===== src/rtl/vga_pkg.sv =====
// Shared definitions for the VGA test-pattern generator: pattern mode codes,
// the colour-bar table and the default 640x480@60 raster timing.
package vga_pkg;

  localparam logic [1:0] MODE_BAR   = 2'd0;
  localparam logic [1:0] MODE_GRID  = 2'd1;
  localparam logic [1:0] MODE_GRAD  = 2'd2;
  localparam logic [1:0] MODE_SOLID = 2'd3;

  localparam int DEF_H_ACTIVE = 640;
  localparam int DEF_H_FP     = 16;
  localparam int DEF_H_SYNC   = 96;
  localparam int DEF_H_BP     = 48;
  localparam int DEF_V_ACTIVE = 480;
  localparam int DEF_V_FP     = 10;
  localparam int DEF_V_SYNC   = 2;
  localparam int DEF_V_BP     = 33;

  // {R,G,B} on/off mask per bar; each set bit expands to a full-scale channel.
  function automatic logic [2:0] bar_rgb_mask(input logic [2:0] idx);
    logic [2:0] mask;
    case (idx)
      3'd0:    mask = 3'b111;
      3'd1:    mask = 3'b110;
      3'd2:    mask = 3'b011;
      3'd3:    mask = 3'b010;
      3'd4:    mask = 3'b101;
      3'd5:    mask = 3'b100;
      3'd6:    mask = 3'b001;
      default: mask = 3'b000;
    endcase
    return mask;
  endfunction

endpackage


===== src/rtl/vga_timing.sv =====
// Raster counters and the sync/active/first-pixel decodes derived from them.
// Decodes are combinational on the current count; the top registers them.
module vga_timing
  import vga_pkg::*;
#(
  parameter int H_ACTIVE = DEF_H_ACTIVE,
  parameter int H_FP     = DEF_H_FP,
  parameter int H_SYNC   = DEF_H_SYNC,
  parameter int H_BP     = DEF_H_BP,
  parameter int V_ACTIVE = DEF_V_ACTIVE,
  parameter int V_FP     = DEF_V_FP,
  parameter int V_SYNC   = DEF_V_SYNC,
  parameter int V_BP     = DEF_V_BP,
  parameter int HW       = $clog2(H_ACTIVE + H_FP + H_SYNC + H_BP),
  parameter int VW       = $clog2(V_ACTIVE + V_FP + V_SYNC + V_BP)
) (
  input  logic          i_clk,
  input  logic          i_rst_n,
  output logic [HW-1:0] o_h_cnt,
  output logic [VW-1:0] o_v_cnt,
  output logic          o_active,
  output logic          o_hs_act,
  output logic          o_vs_act,
  output logic          o_frame0,
  output logic          o_line_end,
  output logic          o_frame_end
);

  localparam int H_TOTAL  = H_ACTIVE + H_FP + H_SYNC + H_BP;
  localparam int V_TOTAL  = V_ACTIVE + V_FP + V_SYNC + V_BP;
  localparam int HS_FIRST = H_ACTIVE + H_FP;
  localparam int HS_LAST  = H_ACTIVE + H_FP + H_SYNC - 1;
  localparam int VS_FIRST = V_ACTIVE + V_FP;
  localparam int VS_LAST  = V_ACTIVE + V_FP + V_SYNC - 1;

  logic [HW-1:0] r_h_cnt;
  logic [VW-1:0] r_v_cnt;

  always_ff @(posedge i_clk or negedge i_rst_n) begin
    if (!i_rst_n) begin
      r_h_cnt <= '0;
      r_v_cnt <= '0;
    end else if (o_line_end) begin
      r_h_cnt <= '0;
      r_v_cnt <= o_frame_end ? '0 : r_v_cnt + VW'(1);
    end else begin
      r_h_cnt <= r_h_cnt + HW'(1);
    end
  end

  always_comb begin
    o_line_end  = (r_h_cnt == HW'(H_TOTAL - 1));
    o_frame_end = (r_v_cnt == VW'(V_TOTAL - 1));
    o_active    = (r_h_cnt < HW'(H_ACTIVE)) && (r_v_cnt < VW'(V_ACTIVE));
    o_hs_act    = (r_h_cnt >= HW'(HS_FIRST)) && (r_h_cnt <= HW'(HS_LAST));
    o_vs_act    = (r_v_cnt >= VW'(VS_FIRST)) && (r_v_cnt <= VW'(VS_LAST));
    o_frame0    = (r_h_cnt == '0) && (r_v_cnt == '0);
  end

  assign o_h_cnt = r_h_cnt;
  assign o_v_cnt = r_v_cnt;

endmodule


===== src/rtl/vga_pattern_gen.sv =====
// Parametrised VGA test-pattern generator: raster timing plus four selectable
// patterns (bars, grid, gray ramp, solid) with all outputs registered.
module vga_pattern_gen
  import vga_pkg::*;
#(
  parameter int COLOR_W    = 10,
  parameter int H_ACTIVE   = DEF_H_ACTIVE,
  parameter int H_FP       = DEF_H_FP,
  parameter int H_SYNC     = DEF_H_SYNC,
  parameter int H_BP       = DEF_H_BP,
  parameter int V_ACTIVE   = DEF_V_ACTIVE,
  parameter int V_FP       = DEF_V_FP,
  parameter int V_SYNC     = DEF_V_SYNC,
  parameter int V_BP       = DEF_V_BP,
  parameter bit HS_POL     = 1'b0,
  parameter bit VS_POL     = 1'b0,
  parameter int NUM_BARS   = 8,
  parameter int GRID_PITCH = 32
) (
  input  logic                         sys_clk,
  input  logic                         sys_rst_n,
  input  logic [1:0]                   mode,
  input  logic [3*COLOR_W-1:0]         solid_color,
  output logic [3*COLOR_W-1:0]         data_to_screen,
  output logic                         HSYNC,
  output logic                         FSYNC,
  output logic                         BLANK,
  output logic                         SYNC,
  output logic                         frame_start,
  output logic [$clog2(H_ACTIVE)-1:0]  pix_x,
  output logic [$clog2(V_ACTIVE)-1:0]  pix_y
);

  localparam int H_TOTAL   = H_ACTIVE + H_FP + H_SYNC + H_BP;
  localparam int V_TOTAL   = V_ACTIVE + V_FP + V_SYNC + V_BP;
  localparam int HW        = $clog2(H_TOTAL);
  localparam int VW        = $clog2(V_TOTAL);
  localparam int PXW       = $clog2(H_ACTIVE);
  localparam int PYW       = $clog2(V_ACTIVE);
  localparam int BAR_W     = H_ACTIVE / NUM_BARS;
  localparam int BIW       = $clog2(NUM_BARS + 1);
  localparam int BCW       = $clog2(BAR_W + 1);
  localparam int GW        = $clog2(GRID_PITCH);
  localparam int AW        = COLOR_W + 8;
  localparam int GRAD_STEP = (1 << AW) / H_ACTIVE;
  localparam logic [AW:0] STEP_EXT = (AW + 1)'(GRAD_STEP);

  if (NUM_BARS < 1 || NUM_BARS > H_ACTIVE) begin : g_bad_bars
    $error("vga_pattern_gen: NUM_BARS must lie in 1..H_ACTIVE");
  end
  if (H_ACTIVE == 0 || H_FP == 0 || H_SYNC == 0 || H_BP == 0 ||
      V_ACTIVE == 0 || V_FP == 0 || V_SYNC == 0 || V_BP == 0) begin : g_bad_timing
    $error("vga_pattern_gen: every timing field must be non-zero");
  end
  if (GRID_PITCH < 2 || GRID_PITCH > H_ACTIVE) begin : g_bad_pitch
    $error("vga_pattern_gen: GRID_PITCH must lie in 2..H_ACTIVE");
  end

  logic [HW-1:0] w_h_cnt;
  logic [VW-1:0] w_v_cnt;
  logic          w_active, w_hs_act, w_vs_act, w_frame0, w_line_end, w_frame_end;

  vga_timing #(
    .H_ACTIVE (H_ACTIVE), .H_FP (H_FP), .H_SYNC (H_SYNC), .H_BP (H_BP),
    .V_ACTIVE (V_ACTIVE), .V_FP (V_FP), .V_SYNC (V_SYNC), .V_BP (V_BP),
    .HW       (HW),       .VW   (VW)
  ) u_timing (
    .i_clk       (sys_clk),
    .i_rst_n     (sys_rst_n),
    .o_h_cnt     (w_h_cnt),
    .o_v_cnt     (w_v_cnt),
    .o_active    (w_active),
    .o_hs_act    (w_hs_act),
    .o_vs_act    (w_vs_act),
    .o_frame0    (w_frame0),
    .o_line_end  (w_line_end),
    .o_frame_end (w_frame_end)
  );

  logic [1:0]           r_mode;
  logic [3*COLOR_W-1:0] r_solid;
  logic [BIW-1:0]       r_bar_idx;
  logic [BCW-1:0]       r_bar_cnt;
  logic [GW-1:0]        r_gx;
  logic [GW-1:0]        r_gy;
  logic [AW-1:0]        r_acc;

  logic [1:0]           w_mode_eff;
  logic [3*COLOR_W-1:0] w_solid_eff;
  logic [AW:0]          w_acc_sum;
  logic [AW-1:0]        w_acc_next;
  logic [2:0]           w_bar_mask;
  logic [COLOR_W-1:0]   w_gray;
  logic                 w_grid_on;
  logic [3*COLOR_W-1:0] w_pix;

  // The frame's first pixel already uses the freshly sampled mode, so a new
  // mode lands cleanly on a frame boundary.
  always_comb begin
    if (w_frame0) begin
      w_mode_eff  = mode;
      w_solid_eff = solid_color;
    end else begin
      w_mode_eff  = r_mode;
      w_solid_eff = r_solid;
    end
  end

  always_ff @(posedge sys_clk or negedge sys_rst_n) begin
    if (!sys_rst_n) begin
      r_mode  <= MODE_BAR;
      r_solid <= '0;
    end else if (w_frame0) begin
      r_mode  <= mode;
      r_solid <= solid_color;
    end
  end

  // Bar index steps every BAR_W pixels; the last bar simply holds to line end.
  always_ff @(posedge sys_clk or negedge sys_rst_n) begin
    if (!sys_rst_n) begin
      r_bar_idx <= '0;
      r_bar_cnt <= '0;
    end else if (w_line_end) begin
      r_bar_idx <= '0;
      r_bar_cnt <= '0;
    end else if (r_bar_idx != BIW'(NUM_BARS - 1)) begin
      if (r_bar_cnt == BCW'(BAR_W - 1)) begin
        r_bar_idx <= r_bar_idx + BIW'(1);
        r_bar_cnt <= '0;
      end else begin
        r_bar_cnt <= r_bar_cnt + BCW'(1);
      end
    end
  end

  always_ff @(posedge sys_clk or negedge sys_rst_n) begin
    if (!sys_rst_n) begin
      r_gx <= '0;
      r_gy <= '0;
    end else if (w_line_end) begin
      r_gx <= '0;
      if (w_frame_end || r_gy == GW'(GRID_PITCH - 1)) begin
        r_gy <= '0;
      end else begin
        r_gy <= r_gy + GW'(1);
      end
    end else if (r_gx == GW'(GRID_PITCH - 1)) begin
      r_gx <= '0;
    end else begin
      r_gx <= r_gx + GW'(1);
    end
  end

  always_comb begin
    w_acc_sum  = {1'b0, r_acc} + STEP_EXT;
    w_acc_next = w_acc_sum[AW] ? '1 : w_acc_sum[AW-1:0];
  end

  always_ff @(posedge sys_clk or negedge sys_rst_n) begin
    if (!sys_rst_n) begin
      r_acc <= '0;
    end else if (w_line_end) begin
      r_acc <= '0;
    end else if (w_h_cnt < HW'(H_ACTIVE)) begin
      r_acc <= w_acc_next;
    end
  end

  always_comb begin
    w_bar_mask = bar_rgb_mask(3'(r_bar_idx));
    w_gray     = r_acc[AW-1 -: COLOR_W];
    w_grid_on  = (r_gx == '0) || (r_gy == '0) ||
                 (w_h_cnt == HW'(H_ACTIVE - 1)) || (w_v_cnt == VW'(V_ACTIVE - 1));
    w_pix      = '0;
    if (w_active) begin
      case (w_mode_eff)
        MODE_BAR:   w_pix = {{COLOR_W{w_bar_mask[2]}}, {COLOR_W{w_bar_mask[1]}},
                             {COLOR_W{w_bar_mask[0]}}};
        MODE_GRID:  w_pix = w_grid_on ? '1 : '0;
        MODE_GRAD:  w_pix = {w_gray, w_gray, w_gray};
        MODE_SOLID: w_pix = w_solid_eff;
        default:    w_pix = '0;
      endcase
    end else begin
      w_pix = '0;
    end
  end

  always_ff @(posedge sys_clk or negedge sys_rst_n) begin
    if (!sys_rst_n) begin
      data_to_screen <= '0;
      HSYNC          <= ~HS_POL;
      FSYNC          <= ~VS_POL;
      BLANK          <= 1'b0;
      SYNC           <= 1'b1;
      frame_start    <= 1'b0;
      pix_x          <= '0;
      pix_y          <= '0;
    end else begin
      data_to_screen <= w_pix;
      HSYNC          <= w_hs_act ? HS_POL : ~HS_POL;
      FSYNC          <= w_vs_act ? VS_POL : ~VS_POL;
      BLANK          <= w_active;
      SYNC           <= ~(w_hs_act | w_vs_act);
      frame_start    <= w_frame0;
      pix_x          <= w_active ? PXW'(w_h_cnt) : '0;
      pix_y          <= w_active ? PYW'(w_v_cnt) : '0;
    end
  end

endmodule

===== config.mk =====
export PLATFORM = sky130hd
export DESIGN_NAME = vga_pattern_gen
export DESIGN_NICKNAME = d
export VERILOG_FILES = /design/src/rtl/vga_pkg.sv /design/src/rtl/vga_timing.sv /design/src/rtl/vga_pattern_gen.sv
export SDC_FILE = /design/constraint.sdc
export NUM_CORES = 1
export LEC_CHECK = 0
export ABC_AREA = 1
export CORE_AREA = 2 2 128 130
export DETAILED_ROUTE_END_ITERATION = 8
export DIE_AREA = 0 0 130 132
export MAX_ROUTING_LAYER = met4
export PLACE_DENSITY = 0.66
export SYNTH_ARGS = -nofsm -noshare
export SYNTH_HDL_FRONTEND = slang
export SYNTH_HIERARCHICAL = 1
export SYNTH_SLANG_ARGS = --single-unit

===== constraint.sdc =====
create_clock -name sys_clk -period 2.16 [get_ports sys_clk]
set_input_delay 0.324 -clock sys_clk [delete_from_list [all_inputs] [get_ports sys_clk]]
set_output_delay 0.324 -clock sys_clk [all_outputs]
set_load 0.005 [all_outputs]

==> results.json <==
{
  "place_hpwl_um": 11070,
  "critPathSlowestCell": "dfrtp_1",
  "clk_pin_slew_ns": 0.07,
  "multi_input_area_um2": 2974,
  "path_cells": "inv_2, ha_4, nand2_4, nor3_2, nand4_1, nor2_4, buf_6, o21ai_4, nor2_4, clkbuf_16, nand2_1, nand2_1, inv_1, a21oi_1",
  "p_comb_share_pct": 7.2,
  "setup_ws_ns": -0.07727,
  "p_leak_nw": 4.714,
  "path_max_fanout": 7,
  "required_ns": 2.51,
  "yosysWarnings": 6,
  "crit_path_start_kind": "register",
  "core_area_um2": 15710,
  "worstSetupPathType": "reg2reg",
  "min_period_over_period_pct": 103.6,
  "internal-power_mw": 4.541,
  "wirelength_um": 16700,
  "root_buffer": "clkbuf_16",
  "ys.flop_type": "dfrtp_1",
  "cpPeakStageDelay_ns": 0.39,
  "wl_per_cell_um": 13.48,
  "drive_gt1_share_pct": 16.81,
  "violations": "negative setup slack",
  "p_sw_mw": 1.532,
  "register_area_um2": 3632,
  "ys_types": 35,
  "die_w_um": 130,
  "fmax_ghz": 0.4470,
  "rows": 46,
  "r2r_end": "data_to_screen[9]",
  "ys_ff_latch": 145,
  "cp-end-kind": "register",
  "syn_nets": 929,
  "cts_tree": "built",
  "syn_to_final_growth_pct": 32.85,
  "regToRegSetupSlack_ns": -0.08,
  "synth_edf_count": 0,
  "h-tree-depth": 4,
  "worstMarginPinSlew_ns": 0.6517,
  "die_area_um2": 17160,
  "seq_area_frac_synth_pct": 51.86,
  "via_per_inst": 4.780,
  "grt_overflow_total": 0,
  "via_count": 5923,
  "place_congestion": 0.8759,
  "holdWs_ns": 0.4130,
  "power.density_nw_per_um2": 652.7,
  "hold_viol": 0,
  "antenna_found_initial": 0,
  "cp_data_arrival_time_ns": 2.58,
  "cts_buffer_depth": 2,
  "dr.pass1.iters": 5,
  "initialDrtViolationCount": 421,
  "fin_skew_ns": 0.009204,
  "port_buffers": 87,
  "grt_util_all_layers_pct": 19.92,
  "tns_ns": -0.1116,
  "ios": 88,
  "crit_start": "u_timing/o_v_cnt[1]",
  "slew_headroom_pct": 56.51,
  "outcome": "finished, violations left",
  "diodes": 0,
  "worst_r2r_startpoint": "u_timing/o_v_cnt[1]",
  "setup_viol": 5,
  "clock_latency_ns": 0.43,
  "syn_area_per_cell_um2": 7.977,
  "p_clk_share_pct": 46.4,
  "synthArstFlopShare_pct": 100.0,
  "power_mw": 6.073,
  "worst_r2r_path_depth": 14,
  "setup.worst_path.end": "data_to_screen[9]",
  "drv_slew": 0,
  "p_seq_share_pct": 46.4,
  "antenna_left": 0,
  "initial_core_util_pct": 44.58,
  "rsz0062_at_grt": "yes",
  "syn_inst": 878,
  "cts_sinks": 145,
  "syn_area_um2": 7004,
  "power_switching_share_pct": 25.22,
  "grt_start_max_net_pins": 55,
  "final.min_clock_period_ns": 2.237,
  "grt_pass1_wl_um": 26250,
  "grt_pass1_vias": 5379,
  "hp-class": "in2async",
  "fin_nets": 1061,
  "n_fill_cell": 1375,
  "drc_errors": 0,
  "cts_buffers": 17,
  "ir_worst_vdd_mv": 0.5823,
  "max_cap_violations": 0,
  "die_h_um": 132
}
## cell families (layout without fill, tap and decap cells)
group                      after synthesis  in the layout  synth area share (%)
and+or+nand+nor                        470            472                 28.58
adders and majority gates               17             17                 3.037
xor gates and xnor gates                13             13                 1.626
DFF                                    145            145                 51.86
buffers and inverters                  153            296                 8.914
AOI/OAI and AO/OA                       80             80                 5.984
## per-stage QoR
stage / utilization [%] / cells / instance area (um^2) / worst slack, ns
after global placement: 53.39 / 1195 / 8389 / 0.03579
after floorplan: - / 878 / 7004 / 0.2119
after CTS: 57.13 / 1228 / 8976 / 0.005328
final: 59.22 / 1239 / 9305 / -0.07727
after detailed placement: 53.39 / 1195 / 8389 / -0.09068
after global routing: 59.22 / 1239 / 9305 / -0.2006
## power groups by stage
stage,clock network [mW],logic (mW),registers (mW)
2_1_floorplan,0,0.118,2.87
3_3_place_gp,0,0.391,2.87
3_5_place_dp,0,0.397,2.87
4_1_cts,2.87,0.401,2.82
5_1_grt,2.97,0.485,2.82
6_report,2.82,0.437,2.82
## state kept, by name, summed over array words and instances (netlist names)
| name | count |
|---|---|
| r_gy | 5 |
| data_to_screen | 30 |
| SYNC | 1 |
| r_solid | 30 |
| pix_x | 10 |
| u_timing/o_v_cnt | 10 |
| u_timing/o_h_cnt | 10 |
| r_bar_cnt | 7 |
| BLANK | 1 |
| r_gx | 5 |
| r_bar_idx | 4 |
| r_mode | 2 |
| pix_y | 9 |
| FSYNC | 1 |
| frame_start | 1 |
| r_acc | 18 |
| HSYNC | 1 |
## per-layer routing
metal	GRT usage [%]	up-vias	share of wire, %
met5	-	-	0
met4	6.571	0	1.3
met3	3.815	15	4.7
met2	28.30	156	45
met1	28.70	2774	49
li1	-	2978	-
## cell usage after synthesis (all sizes together) (7+ instances only)
| library cell | instances | share of area [%] |
|---|---|---|
| a21oi | 37 | 2.7 |
| buf | 19 | 1.7 |
| dfrtp | 142 | 51 |
| ha | 17 | 3.0 |
| inv | 126 | 6.8 |
| nand2 | 317 | 18 |
| nand3 | 53 | 4.1 |
| nand4 | 7 | 0.63 |
| nor2 | 69 | 4.1 |
| nor3 | 17 | 1.5 |
| o21ai | 40 | 3.0 |
| xor2 | 11 | 1.4 |
## layout by cell type (no fill, tap or decap), drive strengths merged, types with 7 or more instances in the layout
master and n:
ha 17, a21oi 37, nand4 7, clkbuf 19
nor3 17, clkdlybuf4s50 86, o21ai 40, buf 47
nor2 69, nand2 319, dfrtp 142, inv 138
nand3 53, xor2 11
## how the worst min path moves through the flow
stage	startpoint	endpoint	cells past startpoint
after floorplan	sys_rst_n	BLANK	0
after global placement	sys_rst_n	r_gx[0]	1
after detailed placement	sys_rst_n	r_gx[0]	1
after CTS	sys_rst_n	u_timing/o_v_cnt[4]	2
after global routing	sys_rst_n	r_gx[0]	2
final	sys_rst_n	r_gx[0]	2
## cell type report
class | count | share of cell area, %
flip-flops and latches | 145 | 39.03
multi-input cells | 582 | 31.96
repair buffers | 136 | 14.84
inverters | 128 | 5.217
clock buffers | 17 | 4.572
well taps | 216 | 2.904
clock inverters | 15 | 1.466
## critical path, delay by kind of cell, from the launching register on
family	cells	cell delay [ns]
flip-flops	1	0.39
AND/OR/NAND/NOR	7	0.85
adder cells (fa/ha/maj)	1	0.14
AO/OA/AOI/OAI	2	0.27
buffers and inverters	4	0.50
## what timing repair did
action | 4_1_cts | 5_1_grt
setup buffers | 0 | 7
cloned | 0 | 4
gates resized for setup | 3 | 60
hold endpoints to repair | 46 | 0
setup endpoints to repair | 30 | 49
hold buffers | 1 | 0
pin swaps | 1 | 9
Note: power is estimated with default switching activity, not from simulation.
==> RTL edit (same flow settings) <==
`DEF_V_SYNC`: 2 -> 4.
--- a/src/rtl/vga_pkg.sv
+++ b/src/rtl/vga_pkg.sv
@@ -15,3 +15,3 @@
   localparam int DEF_V_FP     = 10;
-  localparam int DEF_V_SYNC   = 2;
+  localparam int DEF_V_SYNC   = 4;
   localparam int DEF_V_BP     = 33;
Formal check against the unedited RTL: same outputs for any inputs over 10 cycles, from zero or initial values and one cycle with sys_rst_n low; that may be too few to reach the edited logic, so the function may still have changed.
==> RTL edit against the unedited design <==
Die area unchanged; area after synthesis increased by 3.3%; routed wire length increased by 3.8%; final area increased by 2.3%; worst setup slack improved by 0.15 ns; power increased by 9.0%; sequential cell count unchanged; global-route usage increased by 0.73 points; critical path type unchanged; largest cell class unchanged; largest power group is now clock.
==> RTL edit: results (changes against the unedited design) <==
Logic synthesis
  – Share of the yosys chip area belonging to registers: 0.502 (-0.0168)
  – Most frequent cells after synthesis: sky130_fd_sc_hd__nand2_1, sky130_fd_sc_hd__dfrtp_1, sky130_fd_sc_hd__inv_1
  – Mapped Cells: 886 (+0.91%)
  – Proportion of synthesized flip-flops having asynchronous set or reset: 1.00 (unchanged)
  – Top cells by area in the synthesized netlist: sky130_fd_sc_hd__dfrtp_1, sky130_fd_sc_hd__nand2_1, sky130_fd_sc_hd__inv_1, sky130_fd_sc_hd__ha_1, sky130_fd_sc_hd__nand3_1
  – Post-synthesis cell type count: 40 (+14%)
  – Synthesis warning total: 6 (unchanged)
  – Synthesized netlist net count: 940 (+1.2%)

STA
  – Final-layout worst hold slack: 0.420 ns (+0.00693 ns)
  – Final worst setup slack: 0.0730 ns (+0.150 ns)
  – Setup clock skew after layout: 0.00844 ns (-0.000760 ns)
  – Least-Margin Pin Slew: 0.484 ns (-0.168 ns)

Place
  – Pre-CTS setup slack: 0.0405 ns (+0.131 ns)
  – Final weighted congestion in routability-driven placement: 0.926 (+5.7%)
  – Number of cells in the design after placement: 1205 (+0.84%)
  – Placed instance area: 0.00860 mm^2 (+2.6%)
  – Detailed-placement wirelength estimate: 11400 um (+3.3%)
  – Port Buffers: 87 (unchanged)

Global route
  – First-pass GRT wire length: 27500 um (+4.6%)
  – Largest net degree at the start of global routing: 49 (-11%)
  – Overall Global Routing Usage: 0.206 (+0.00725)
  – Via count of the first global-routing pass: 5575 (+3.6%)

Cells and area
  – Area taken by multi-input logic gates: 0.00312 mm^2 (+4.9%)
  – Registers with the highest flip-flop counts: data_to_screen: 30 flops, r_solid: 30 flops, r_acc: 18 flops
  – Fin nets: 1070 (+0.85%)
  – Fraction of layout instances using a drive strength above 1: 0.172 (+0.00388)
  – Fill cell count: 1366 (-0.65%)

Worst setup path
  – Data arrival at the endpoint of the critical path: 2.39 ns (-0.19 ns)
  – Start of the worst register-to-register path: u_timing/o_h_cnt[0]$_DFF_PN0_
  – Crit Reg-Reg Endpoint: data_to_screen[29]$_DFF_PN0_
  – Largest stage delay on the critical path: 0.37 ns (-0.02 ns)
  – R2R Setup Slk: 0.07 ns (+0.15 ns)
  – Depth of the worst register-to-register path: 13 (-1)
  – Worst-path fanout max: 8 (+1)

CTS
  – Number of clock buffers inserted by TritonCTS: 17 (unchanged)
  – CTS Root Cell: sky130_fd_sc_hd__clkbuf_16
  – Clk slew on worst S/H paths: 0.06 ns

Route
  – Vias: 5992 (+1.2%)
  – Antenna viol nets, final: 0 (unchanged)
  – Via-to-Cell Ratio: 4.81 (+0.68%)
  – Number of violations reported at the end of detailed-routing iteration 0: 449 (+6.7%)
  – Aggregate routed wire length: 17300 um (+3.8%)

Power
  – Maximum ir drop on the vdd rail: 535 uV (-8.1%)
  – Fraction of power consumed by the clock network: 0.509 (+0.045)
  – Ratio of total power to cell area: 695 mW/mm^2 (+6.5%)
  – Net Sw Frac: 0.215 (-0.0369)
  – Leakage power: 4.83 nW (+2.4%)

Status
  – Run status: complete, no violations
-- RTL edit: cell count changes after synthesis, sizes merged, moves of 2 or more --
cell    unedited run  this run
nand3b             2         4
buf               19        21
nand4              7         9
nor3b              2         4
xor2              11        14
clkbuf             6         4
ha                17        20
inv              126       131
nor3              17        14
nor2              69        59
o21ai             40        42
-- RTL edit: worst register-to-register path: cells and delay by family, from the launching register on --
family                     cells  cell delay, ns
AOI/OAI and AO/OA              2            0.14
adders and majority gates      1            0.15
buffers and inverters          3            0.31
DFF                            1            0.37
and+or+nand+nor                7            1.00
-- RTL edit: cell families after synthesis --
group,count (synthesis),share of synthesized area
AND/OR/NAND/NOR,464,0.279
buffers and inverters,157,0.0909
flip-flops,145,0.502
AO/OA/AOI/OAI,84,0.0747
adder cells (fa/ha/maj),20,0.0346
XOR/XNOR,16,0.0194
-- RTL edit: per-layer routing --
metal	GRT usage	vias up	share of wire
met5	-	-	0
met4	0.0573	0	0.0096
met3	0.0528	16	0.057
met2	0.294	163	0.45
met1	0.293	2813	0.48
li1	-	3000	-
-- RTL edit: layout make-up --
type                            count  area share
Tap cell                          216      0.0284
Clock buffer                       17      0.0447
Multi-Input combinational cell    587       0.328
Timing Repair Buffer              133       0.139
Clock inverter                     15      0.0265
Inverter                          132      0.0520
Sequential cell                   145       0.382
-- RTL edit: timing repair --
action | in CTS | in global routing
gates resized for setup | 0 | 40
hold buffers | 1 | 0
setup buffers | 0 | 2
endpoints found under the hold margin | 43 | 0
endpoints found under the setup margin | 0 | 30
